$ cat src/rtl/host_cmd_issuer.sv
// Initiator that serializes one parallel command into a 5-byte frame on the shared 8-bit command bus.
// Optional ack timeout is enabled by defining CMD_TIMEOUT_EN.
module host_cmd_issuer #(
    parameter logic [1:0]  ACK_ID         = 2'd0,
    parameter int unsigned TIMEOUT_CYCLES = 1024,
    parameter int unsigned TO_W           = 11
) (
    input  logic        clk,
    input  logic        rst_n,
    input  logic        cmd_valid,
    output logic        cmd_ready,
    input  logic        cmd_r_w,
    input  logic        cmd_ena_fsm,
    input  logic        cmd_ena_qspi,
    input  logic        cmd_ena_status,
    input  logic [8:0]  cmd_length,
    input  logic [23:0] cmd_address,
    output logic        bus_req,
    input  logic        bus_grant,
    output logic        drive_bus,
    output logic [7:0]  out_bus_data,
    output logic        out_bus_valid,
    input  logic        bus_ready,
    input  logic        ack_valid,
    input  logic [1:0]  ack_id,
    output logic        busy,
`ifdef CMD_TIMEOUT_EN
    output logic        timeout,
`endif
    output logic        done
);

    localparam int unsigned IDX_W    = 3;
    localparam int unsigned LAST_IDX = 4;

    typedef enum logic [1:0] {IDLE, REQ, SEND, WAIT_ACK} state_t;

    typedef struct packed {
        logic        r_w;
        logic        ena_fsm;
        logic        ena_qspi;
        logic        ena_status;
        logic [8:0]  length;
        logic [23:0] address;
    } cmd_t;

    // Reject a counter too narrow to reach the timeout terminal count.
    if (TIMEOUT_CYCLES == 0 || (TIMEOUT_CYCLES >> TO_W) != 0) begin : g_bad_cfg
        $error("host_cmd_issuer: TO_W too small for TIMEOUT_CYCLES");
    end

    state_t           state, state_nx;
    cmd_t             cmd_q, cmd_nx;
    logic [IDX_W-1:0] idx, idx_nx;
    logic [7:0]       data_nx;
    logic             done_nx;
    logic             transfer;
    logic             ack_hit;
`ifdef CMD_TIMEOUT_EN
    logic [TO_W-1:0]  to_cnt, to_cnt_nx;
    logic             timeout_nx;
`endif

    function automatic logic [7:0] frame_byte(input cmd_t c, input logic [IDX_W-1:0] i);
        case (i)
            3'd0:    return {c.r_w, c.ena_fsm, c.ena_qspi, c.ena_status, 3'b000, c.length[8]};
            3'd1:    return c.length[7:0];
            3'd2:    return c.address[23:16];
            3'd3:    return c.address[15:8];
            default: return c.address[7:0];
        endcase
    endfunction

    assign transfer = out_bus_valid && bus_ready;
    assign ack_hit  = ack_valid && (ack_id == ACK_ID);

    // Next-state, capture and next-output decode.
    always_comb begin
        state_nx = state;
        cmd_nx   = cmd_q;
        idx_nx   = idx;
        data_nx  = out_bus_data;
        done_nx  = 1'b0;
`ifdef CMD_TIMEOUT_EN
        timeout_nx = 1'b0;
        to_cnt_nx  = (state == WAIT_ACK) ? TO_W'(to_cnt + 1'b1) : '0;
`endif
        case (state)
            IDLE: begin
                if (cmd_valid && cmd_ready) begin
                    cmd_nx   = '{r_w: cmd_r_w, ena_fsm: cmd_ena_fsm, ena_qspi: cmd_ena_qspi,
                                 ena_status: cmd_ena_status, length: cmd_length,
                                 address: cmd_address};
                    state_nx = REQ;
                end
            end
            REQ: begin
                if (bus_grant) begin
                    state_nx = SEND;
                    idx_nx   = '0;
                    data_nx  = frame_byte(cmd_q, '0);
                end
            end
            SEND: begin
                if (transfer) begin
                    if (idx == IDX_W'(LAST_IDX)) begin
                        state_nx = WAIT_ACK;
                        idx_nx   = '0;
                        data_nx  = '0;
                    end else begin
                        idx_nx  = IDX_W'(idx + 1'b1);
                        data_nx = frame_byte(cmd_q, IDX_W'(idx + 1'b1));
                    end
                end
            end
            WAIT_ACK: begin
                if (ack_hit) begin
                    done_nx  = 1'b1;
                    state_nx = IDLE;
                end
`ifdef CMD_TIMEOUT_EN
                else if (to_cnt == TO_W'(TIMEOUT_CYCLES - 1)) begin
                    timeout_nx = 1'b1;
                    state_nx   = IDLE;
                end
`endif
            end
            default: state_nx = IDLE;
        endcase
    end

    // State, capture and registered outputs; outputs track the state being entered.
    always_ff @(posedge clk or negedge rst_n) begin
        if (!rst_n) begin
            state         <= IDLE;
            cmd_q         <= '0;
            idx           <= '0;
            cmd_ready     <= 1'b1;
            bus_req       <= 1'b0;
            drive_bus     <= 1'b0;
            out_bus_valid <= 1'b0;
            out_bus_data  <= '0;
            busy          <= 1'b0;
            done          <= 1'b0;
`ifdef CMD_TIMEOUT_EN
            to_cnt        <= '0;
            timeout       <= 1'b0;
`endif
        end else begin
            state         <= state_nx;
            cmd_q         <= cmd_nx;
            idx           <= idx_nx;
            cmd_ready     <= (state_nx == IDLE);
            bus_req       <= (state_nx == REQ) || (state_nx == SEND);
            drive_bus     <= (state_nx == SEND);
            out_bus_valid <= (state_nx == SEND);
            out_bus_data  <= data_nx;
            busy          <= (state_nx != IDLE);
            done          <= done_nx;
`ifdef CMD_TIMEOUT_EN
            to_cnt        <= to_cnt_nx;
            timeout       <= timeout_nx;
`endif
        end
    end

endmodule

$ cat config.mk
export PLATFORM = sky130hd
export DESIGN_NAME = host_cmd_issuer
export DESIGN_NICKNAME = d
export VERILOG_FILES = /design/src/rtl/host_cmd_issuer.sv
export SDC_FILE = /design/constraint.sdc
export NUM_CORES = 1
export LEC_CHECK = 0
export BUFFER_PORTS_ARGS = -buffer_cell sky130_fd_sc_hd__buf_2
export CAP_MARGIN = 15
export CORE_MARGIN = 4
export CORE_UTILIZATION = 48
export DETAILED_ROUTE_END_ITERATION = 8
export PLACE_DENSITY_LB_ADDON = 0.25
export SLEW_MARGIN = 40
export SYNTH_ARGS = -nofsm -noshare
export SYNTH_HDL_FRONTEND = slang
export SYNTH_SLANG_ARGS = --single-unit
$ cat constraint.sdc
create_clock -name clk -period 1.7 [get_ports clk]
set_input_delay 0.34 -clock clk [delete_from_list [all_inputs] [get_ports clk]]
set_output_delay 0.34 -clock clk [all_outputs]
set_load 0.1 [all_outputs]
==> results of run 1 <==
-- timing repair --
| item | in CTS | in global routing |
|---|---|---|
| pin swaps | 3 | 5 |
| setup buffers | 3 | 4 |
| hold buffers | 1 | 0 |
| gates cloned | 1 | 2 |
| endpoints found under the hold margin | 15 | 0 |
| endpoints found under the setup margin | 23 | 43 |
| resized for setup | 4 | 28 |
-- kinds of logic (layout without fill, tap and decap cells) --
| group | after synthesis | after routing |
|---|---|---|
| compound gates | 28 | 28 |
| buf+inv | 19 | 95 |
| xor+xnor | 1 | 1 |
| flops | 55 | 55 |
| mux | 46 | 46 |
| fa+ha+maj | 8 | 8 |
| simple gates | 35 | 35 |
-- synth_stat cells --
library cell and instances:
nor3_1 1, nor4_4 1, o21ai_1 4, mux2_2 18, or2_2 1, inv_1 9, o221ai_2 5, mux2_4 19
nand2_1 23, nand2b_1 3, ha_1 8, nor2_1 1, a21oi_1 1, buf_6 5, a211oi_2 1, nand4b_1 1
nor3b_1 1, mux2i_1 9, o21a_2 1, o21ai_0 2, nor2_4 1, and3_1 1, dfrtp_1 54, o31ai_1 1
buf_2 3, nor3_2 1, a22oi_1 10, xor2_1 1, dfstp_2 1, a222oi_1 3, buf_4 2
-- sequential cells by signal, indices dropped and copies added, names as in the netlist --
register / count
cmd_ready: 1
out_bus_data: 8
busy: 1
bus_req: 1
cmd_q: 37
state: 2
out_bus_valid: 1
idx: 3
done: 1
-- layout make-up --
type / count / area [um2] / share of cell area, %
tap: 70 / 87.6 / 2.56
timing repair buffer: 78 / 578 / 16.9
inverter: 9 / 33.8 / 0.988
multi-input combinational: 118 / 1230 / 36.0
clock inverter: 1 / 30.0 / 0.878
sequential: 55 / 1380 / 40.4
clock buffer: 7 / 76.3 / 2.23
-- power by group through the flow --
stage	sequential [mW]	combinational [mW]	clock [mW]
floorplan	3.10	1.92	0
global placement	2.40	3.31	0
detailed placement	2.38	3.38	0
CTS	2.37	3.58	0.867
global route	2.48	4.09	0.935
finish	2.40	3.84	0.857
-- routing by layer --
layer / global-route usage [%] / wire, um / vias to the layer above
li1: - / - / 825
met5: 0 / 0 / -
met2: 26.8 / 2890 / 54
met3: 5.15 / 338 / 8
met4: 4.49 / 66 / 0
met1: 25.1 / 2730 / 887
-- path summary, 6_finish.rpt --
| path | from | to | slack, ns | cells past startpoint |
|---|---|---|---|---|
| hold reg to reg | out_bus_data[3] | out_bus_data[3] | 0.49 | 2 |
| setup / recovery | cmd_ready | cmd_q[26] | 0.009 | 5 |
| max in group asynchronous | rst_n | out_bus_data[2] | 0.67 | 3 |
| setup reg to reg | cmd_ready | cmd_q[26] | 0.009 | 5 |
| min in group asynchronous | rst_n | idx[2] | 0.48 | 2 |
| hold / removal | cmd_address[5] | cmd_q[5] | 0.24 | 2 |
-- worst max-delay path: stages, from the launching register on --
cell	delay, ns
dfstp_4	0.64
nand2_4	0.05
nor3_4	0.23
buf_6	0.17
clkbuf_16	0.17
mux2_4	0.30
-- per-stage QoR --
stage	setup TNS, ns	instance area [um2]	setup WS (ns)	hold WS (ns)
final	0	3420	0.00919	0.245
after global routing	-1.17	3420	-0.0732	0.243
after CTS	-0.325	3250	-0.0188	0.246
after detailed placement	-0.197	3050	-0.0514	0.305
after global placement	0	3050	0.000846	0.300
after floorplan	-2.14	2640	-0.102	0.0444
==> impl_results.md, run 1 <==
- Final GP Congestion: 0.710
- Crit share post-route: 99.5%
- Commonest non-fill, non-tap cell in the layout: buf_2
- Reg clk slew, reported paths: 0.10 ns
- Crit path DAT: 1.89 ns
- Peak VDD IR: 1360 uV
- First-pass GRT wire length: 8.80 mm
- Commonest non-fill, non-tap cells in the layout: buf_2, dfrtp_1, mux2_4, nand2_1, a22oi_1
- Area Growth Syn to Fin: 30.9%
- GRT Total Usage: 17.7%
- NetSw: 3.05 mW
- Sw Share: 43.0%
- CP Max Fanout: 7
- Outcome: finished clean
- Post-synth top area share: 51.7%
- Register share of total power: 33.8%
- Startpoint Class: flop
- Simple-gate share of the synthesized area: 7.08%
- HPWL after DPL: 3.89 mm
- Compound-Gate Fraction of Synth Area: 9.33%
- Final hold vios: 0
- Clock skew: 0.0148 ns
- Max Freq: 591 MHz
- Setup violators final: 0
- Critical path class: reg2reg
- DIE AREA: 6690 um2
- Fraction of final layout cells sized beyond drive strength 1: 53.0%
- Syn nets: 245
- Synth Register Bits: 55
- Clock Tree Buf Depth: 2
- Final Net Count: 320
- Starting Density: 50.2%
- CTS tree: done
- Worst slew pin tran: 0.502 ns
- Number of global-route vias before repair: 1,739
- Sequential area share after synthesis: 52.7%
- Combinational share of power: 54.1%
- Diodes inserted: 0
- # DRC: 0
- Post-Synth Adder-Cell Area: 3.83%
- Synth Area per Inst: 13.6 um2
- Hold WC Path Type: in2reg
- RSZ-0062 raised after global routing: true
- Rows: 26
- Detailed Routing Iterations Pass 1: 4
- Via density: 5.25
- H-tree Lvls: 2
- Max-slew violation count: 0
- Die Wd: 81.8 um
- Worst-Skew Late Latency: 0.32 ns
- Mapped Area: 2610 um2
- Fin cells: 338
- Clock network power share: 12.1%
- CP required: 1.90 ns
- Critical Path Sink Type: flop
- Total CTS buffers: 5
- Core area: 5200 um2
- Synth top area cells: dfrtp_1, mux2_4, mux2_2, ha_1, mux2i_1
- Placed insts: 320
- Io pins: 59
- Distinct cells, synth: 31
- Internal: 4.05 mW
- Final Util: 65.7%
- Vias: 1,774
- Initial antenna violation count: 0
- XOR/XNOR Fraction of Synth Area: 0.335%
- Pin count of the biggest net entering global routing: 40
- PortBufs: 58
- Post-synthesis mux area share: 22.1%
- DR WL/cell: 17.8 um
- Total gr overflow: 0
- Power per cell area: 2070 nW/um2
- Area leader, netlist: dfrtp_1
- CTS root buf: clkbuf_8
- # Max-Cap Violations: 0
- Slew headroom: 66.5%
- Total power: 7.09 mW
- # clock sinks: 55
- Leakage power: 1.66 nW
- Fillers: 406
- Antenna-violating nets left: 0
- Starting DRC count in detailed routing: 122
- Post-route minimum period: 1.69 ns
- Post-Route WL: 6.03 mm
- Gate Count Post-Synth: 192
- Largest family of logic cells by synthesized area: multiplexers
- Ys Warns: 0
- Chip height: 81.8 um
Note: power is estimated with default switching activity, not from simulation.
==> run 2, diff against run 1 <==
--- a/config.mk
+++ b/config.mk
@@ -11,6 +11,7 @@
 export CORE_UTILIZATION = 48
 export DETAILED_ROUTE_END_ITERATION = 8
 export PLACE_DENSITY_LB_ADDON = 0.25
+export REMOVE_ABC_BUFFERS = 1
 export SLEW_MARGIN = 40
 export SYNTH_ARGS = -nofsm -noshare
 export SYNTH_HDL_FRONTEND = slang
==> run 2 against run 1 <==
Total power decreased by 5.1%. Sequential power about the same. Highest routed layer unchanged. Hold slack worse by 0.22 ns. Utilization down 4.0 points. Die area is the same. Sequential share of layout area is 2.6 points higher. Largest power group unchanged.
==> impl_results.md, run 2 (same netlist as run 1, synthesis figures left out) <==
- Outcome: finished clean (unchanged)
- Leakage power: 1.55 nW (was 1.66 nW)
- Diodes inserted: 0 (unchanged)
- Top Registers: cmd_q: 37 flops, out_bus_data: 8 flops, idx: 3 flops (unchanged)
- Crit-path max cell delay: 0.45 ns (was 0.64 ns)
- Pin count of the biggest net entering global routing: 31 (was 40)
- Core area: 5200 um2 (unchanged)
- # DRC: 0 (unchanged)
- Final GP Congestion: 0.757 (was 0.710)
- Die Wd: 81.8 um (unchanged)
- CTS root buf: clkbuf_8 (unchanged)
- Max Freq: 595 MHz (was 591 MHz)
- Max-slew violation count: 0 (unchanged)
- Clock Tree Buf Depth: 2 (unchanged)
- Final hold vios: 0 (unchanged)
- HPWL after DPL: 3.82 mm (was 3.89 mm)
- Peak VDD IR: 1470 uV (was 1360 uV)
- Fillers: 438 (was 406)
- Reg area: 1380 um2 (about the same)
- Antenna-violating nets left: 0 (unchanged)
- Via density: 5.22 (was 5.25)
- DIE AREA: 6690 um2 (unchanged)
- Critical Path Sink Type: flop (unchanged)
- Pre-CTS WS: -0.0348 ns (was -0.0514 ns)
- Hold WC Path Type: in2async (was in2reg)
- Area Growth Syn to Fin: 22.8% (was 30.9%)
- CTS tree: done (unchanged)
- Max reg flops: 37 (unchanged)
- Worst setup margin: 0.0187 ns (was 0.00919 ns)
- Worst-Skew Late Latency: 0.30 ns (was 0.32 ns)
- DR WL/cell: 15.7 um (was 17.8 um)
- Starting Density: 50.2% (unchanged)
- Number of global-route vias before repair: 1,801 (was 1,739)
- Crit path DAT: 1.86 ns (was 1.89 ns)
- Setup violators final: 0 (unchanged)
- H-tree Lvls: 2 (unchanged)
- Post-route minimum period: 1.68 ns (was 1.69 ns)
- Detailed Routing Iterations Pass 1: 4 (unchanged)
- Crit-path cells: buf_4 -> ha_4 -> nor4_4 -> nor2_4 -> buf_12 -> mux2i_2 -> o221ai_2 (was nand2_4 -> nor3_4 -> buf_6 -> clkbuf_16 -> mux2_4)
- Biggest register: cmd_q (unchanged)
- Fin cells: 336 (was 338)
- Critical-path top delay cell: dfrtp_2 (was dfstp_4)
- Fraction of final layout cells sized beyond drive strength 1: 52.3% (was 53.0%)
- Reg clk slew, reported paths: 0.09 ns (was 0.10 ns)
- Commonest non-fill, non-tap cell in the layout: buf_2 (unchanged)
- Setup TNS: 0 ns (unchanged)
- Slew headroom: 66.8% (was 66.5%)
- Power per cell area: 2100 nW/um2 (was 2070 nW/um2)
- Io pins: 59 (unchanged)
- GRT Total Usage: 16.5% (was 17.7%)
- # clock sinks: 55 (unchanged)
- Final Net Count: 318 (was 320)
- Startpoint Class: flop (unchanged)
- Total gr overflow: 0 (unchanged)
- Total CTS buffers: 5 (unchanged)
- CP required: 1.88 ns (was 1.90 ns)
- Hold Buf Count CTS: 0 (was 1)
- Placed insts: 324 (was 320)
- Chip height: 81.8 um (unchanged)
- Clock skew: 0.00479 ns (was 0.0148 ns)
- First-pass GRT wire length: 8.41 mm (was 8.80 mm)
- Commonest non-fill, non-tap cells in the layout: buf_2, dfrtp_1, nand2_1, mux2_4, mux2_2 (was buf_2, dfrtp_1, mux2_4, nand2_1, a22oi_1)
- RSZ-0062 raised after global routing: true (unchanged)
- Initial antenna violation count: 0 (unchanged)
- PortBufs: 58 (unchanged)
- CP Max Fanout: 8 (was 7)
- # Max-Cap Violations: 0 (unchanged)
- Total power: 6.73 mW (was 7.09 mW)
- Vias: 1,755 (was 1,774)
- Starting DRC count in detailed routing: 56 (was 122)
- Post-Route WL: 5.28 mm (was 6.03 mm)
- Area of the multi-input gates: 1150 um2 (was 1230 um2)
- Critical path class: reg2reg (unchanged)
- Worst slew pin tran: 0.501 ns (was 0.502 ns)
- Rows: 26 (unchanged)
- Crit share post-route: 98.9% (was 99.5%)
run 2: changes by cell type in the layout (fill, tap and decap cells not counted), sizes merged:
cell	change
buf	+1
dlygate4sd3	-1
clkbuf	-1
bufinv	-1
run 2: cell type report:
| class | instances | share of cell area [%] |
|---|---|---|
| flip-flops and latches | 55 | 43.0 |
| well taps | 70 | 2.73 |
| inverters | 9 | 1.05 |
| repair buffers | 76 | 14.4 |
| clock buffers | 8 | 3.12 |
| multi-input cells | 118 | 35.7 |
run 2: timing repair:
action,in CTS,in global routing
pin swaps,1,3
gates resized for setup,1,7
setup buffers,1,3
setup endpoints to repair,6,7
run 2: worst max-delay path, delay by kind of cell (launching register included):
family                     cells  cell delay (ns)
AOI/OAI and AO/OA              1             0.10
adders and majority gates      1             0.17
buffers and inverters          2             0.31
DFF                            1             0.45
muxes                          1             0.18
and+or+nand+nor                2             0.34
run 2: per-layer routing:
layer	GRT usage, %	share of wire, %
met1	21.6	44
met2	27.1	49
met3	4.28	5.8
met4	4.49	1.1
met5	0	0
run 2: path summary, 6_finish.rpt:
| check | startpoint | endpoint | slack, ns | cells after the start |
|---|---|---|---|---|
| max in group asynchronous | rst_n | cmd_ready | 1.34 | 2 |
| worst max register to register | idx[0] | out_bus_data[0] | 0.02 | 7 |
| worst max-delay path | idx[0] | out_bus_data[0] | 0.02 | 7 |
| worst min-delay path | rst_n | cmd_q[14] | 0.02 | 2 |
| min in group clk | cmd_ena_status | cmd_q[33] | 0.26 | 2 |
| worst min register to register | out_bus_data[5] | out_bus_data[5] | 0.51 | 2 |
run 2: power breakdown:
| group | internal, mW | leakage, nW | switching [mW] |
|---|---|---|---|
| logic | 1.49 | 0.837 | 2.08 |
| registers | 1.93 | 0.665 | 0.452 |
| clock network | 0.373 | 0.0515 | 0.402 |
| total | 3.80 | 1.55 | 2.93 |
run 2: through the flow:
step | utilization, % | hold WS (ns) | cell area (um2)
finish | 61.7 | 0.0216 | 3210
global route | 61.7 | 0.0378 | 3210
CTS | 60.6 | 0.0271 | 3150
detailed placement | 58.4 | 0.358 | 3040
global placement | 58.4 | 0.362 | 3040
floorplan | - | 0.0444 | 2530
==> run 3, diff against run 2 <==
--- a/config.mk
+++ b/config.mk
@@ -7,7 +7,6 @@
 export LEC_CHECK = 0
 export BUFFER_PORTS_ARGS = -buffer_cell sky130_fd_sc_hd__buf_2
 export CAP_MARGIN = 15
-export CORE_MARGIN = 4
 export CORE_UTILIZATION = 48
 export DETAILED_ROUTE_END_ITERATION = 8
 export PLACE_DENSITY_LB_ADDON = 0.25
==> run 3 against run 2 <==
Sequential power hardly changed. Total power is 0.57% higher. Design area is 0.74% higher. Critical path depth stayed put. Highest routed layer unchanged. Die area is 14% lower. Hold slack worse by 0.012 ns. Worst setup slack worse by 0.0062 ns. Utilization is 0.85 points higher.
==> impl_results.md, run 3 (same netlist as run 1, synthesis figures left out) <==
- Crit-path max cell delay: 0.41 ns (was 0.45 ns)
- CTS root buf: clkbuf_8 (unchanged)
- Top Registers: cmd_q: 37 flops, out_bus_data: 8 flops, idx: 3 flops (unchanged)
- Antenna-violating nets left: 0 (unchanged)
- DR WL/cell: 14.7 um (was 15.7 um)
- Delay-heaviest family, CP: flip-flops (unchanged)
- DIE AREA: 5740 um2 (was 6690 um2)
- Clock Tree Buf Depth: 2 (unchanged)
- CP required: 1.87 ns (was 1.88 ns)
- Critical path class: reg2reg (unchanged)
- Worst Hold Margin: 0.00970 ns (was 0.0216 ns)
- PortBufs: 58 (unchanged)
- # DRC: 0 (unchanged)
- CP most frequent cell: buf_6
- Max Freq: 593 MHz (was 595 MHz)
- Rows: 26 (unchanged)
- Setup violators final: 0 (unchanged)
- Vias: 1,699 (was 1,755)
- Hold WC Path Type: in2async (unchanged)
- CTS tree: done (unchanged)
- Max reg flops: 37 (unchanged)
- RSZ-0062 raised after global routing: true (unchanged)
- Detailed Routing Iterations Pass 1: 4 (unchanged)
- Commonest non-fill, non-tap cells in the layout: buf_2, dfrtp_1, nand2_1, mux2_4, mux2_2 (unchanged)
- Pin count of the biggest net entering global routing: 56 (was 31)
- Starting DRC count in detailed routing: 81 (was 56)
- Commonest non-fill, non-tap cell in the layout: buf_2 (unchanged)
- Diodes inserted: 0 (unchanged)
- Starting Density: 50.5% (was 50.2%)
- Final hold vios: 0 (unchanged)
- Startpoint Class: flop (unchanged)
- First-pass GRT wire length: 7.71 mm (was 8.41 mm)
- Post-route minimum period: 1.69 ns (was 1.68 ns)
- Hold Buf Count CTS: 0 (unchanged)
- Final Net Count: 319 (was 318)
- Buf/Inv on CP: 2 (unchanged)
- Via density: 5.04 (was 5.22)
- Max-slew violation count: 0 (unchanged)
- Post-Route WL: 4.97 mm (was 5.28 mm)
- Io pins: 59 (unchanged)
- Initial antenna violation count: 0 (unchanged)
- Total CTS buffers: 5 (unchanged)
- Critical-path top delay cell: dfrtp_1 (was dfrtp_2)
- Die Wd: 75.8 um (was 81.8 um)
- CP Max Fanout: 5 (was 8)
- Area Growth Syn to Fin: 23.7% (was 22.8%)
- GRT Total Usage: 18.5% (was 16.5%)
- # Max-Cap Violations: 0 (unchanged)
- Leakage power: 1.55 nW (about the same)
- Power per cell area: 2090 nW/um2 (was 2100 nW/um2)
- Peak VDD IR: 1400 uV (was 1470 uV)
- Clock skew: 0.00594 ns (was 0.00479 ns)
- Final GP Congestion: 0.742 (was 0.757)
- Outcome: finished clean (unchanged)
- Crit-path cells: buf_6 -> ha_4 -> nor4_4 -> nor2_4 -> buf_6 -> mux2i_2 -> o221ai_2 (was buf_4 -> ha_4 -> nor4_4 -> nor2_4 -> buf_12 -> mux2i_2 -> o221ai_2)
- # clock sinks: 55 (unchanged)
- Worst slew pin tran: 0.491 ns (was 0.501 ns)
- Biggest register: cmd_q (unchanged)
- Crit path DAT: 1.86 ns (about the same)
- Reg clk slew, reported paths: 0.08 ns (was 0.09 ns)
- Worst-Skew Late Latency: 0.30 ns (about the same)
- Slew headroom: 67.5% (was 66.8%)
- Fraction of final layout cells sized beyond drive strength 1: 53.2% (was 52.3%)
- HPWL after DPL: 3.49 mm (was 3.82 mm)
- Number of global-route vias before repair: 1,663 (was 1,801)
- Critical Path Sink Type: flop (unchanged)
- Chip height: 75.8 um (was 81.8 um)
- H-tree Lvls: 2 (unchanged)
- Crit share post-route: 99.3% (was 98.9%)
- Final Util: 62.5% (was 61.7%)
- Total gr overflow: 0 (unchanged)
- Core area: 5170 um2 (was 5200 um2)
[run 3: cell types whose count changed in the layout (fill, tap and decap cells not counted), moves of 2 or more]
cell / delta
buf_6: +3
clkbuf_8: -2
mux2i_1: -2
buf_4: -2
clkbuf_1: +2
[run 3: through the flow]
| step | worst slack (ns) | instances | instance area [um2] | setup TNS, ns | total power, mW |
|---|---|---|---|---|---|
| 6_report | 0.0124 | 337 | 3230 | 0 | 6.77 |
| 2_1_floorplan | -1.89 | 182 | 2530 | -81.19 | 4.88 |
| 3_5_place_dp | -0.0626 | 323 | 3050 | -0.180 | 5.75 |
| 4_1_cts | -0.00469 | 335 | 3160 | -0.00469 | 6.55 |
| 5_1_grt | -0.0779 | 337 | 3230 | -0.296 | 7.19 |
| 3_3_place_gp | 0.0490 | 323 | 3050 | 0 | 5.66 |
[run 3: layout make-up]
cell class | instances | area, um2
flip-flops and latches | 55 | 1380
well taps | 70 | 87.6
fillers | 416 | 1940
multi-input cells | 118 | 1170
clock buffers | 8 | 80.1
inverters | 9 | 33.8
repair buffers | 77 | 482
[run 3: repair_timing]
item / CTS / global route
pin swaps: 1 / 4
endpoints found under the setup margin: 5 / 8
endpoints found under the hold margin: 0 / 0
buffers inserted: 4 / 2
resized for setup: 1 / 15
[run 3: routing by layer]
layer | wire length, um | global-route usage [%] | up-vias | share of wire (%)
met1 | 2340 | 23.4 | 834 | 47
met5 | 0 | 0 | - | 0
met4 | 60 | 7.00 | 0 | 1.2
met3 | 182 | 4.23 | 6 | 3.7
met2 | 2380 | 31.0 | 33 | 48
li1 | - | - | 826 | -
[run 3: power by group]
| group | internal, mW | switching [mW] |
|---|---|---|
| clock network | 0.294 | 0.387 |
| registers | 1.93 | 0.432 |
| logic | 1.59 | 2.13 |
| total | 3.81 | 2.95 |
[run 3: worst reg2reg max path, delay by kind of cell, from the launching register on]
| kind | cells | cell delay, ns |
|---|---|---|
| AOI/OAI and AO/OA | 1 | 0.12 |
| and+or+nand+nor | 2 | 0.40 |
| buffers and inverters | 2 | 0.28 |
| DFF | 1 | 0.41 |
| muxes | 1 | 0.18 |
| adders and majority gates | 1 | 0.17 |
[run 3: path summary, 6_finish.rpt]
| check | startpoint | to | slack [ns] | cells past startpoint |
|---|---|---|---|---|
| setup / recovery | idx[0] | out_bus_data[0] | 0.01 | 7 |
| hold / removal | rst_n | cmd_q[33] | 0.01 | 2 |
| setup reg to reg | idx[0] | out_bus_data[0] | 0.01 | 7 |
| max in group asynchronous | rst_n | cmd_ready | 1.37 | 2 |
| hold reg to reg | out_bus_data[2] | out_bus_data[2] | 0.51 | 2 |
| min in group clk | cmd_length[3] | cmd_q[27] | 0.26 | 2 |
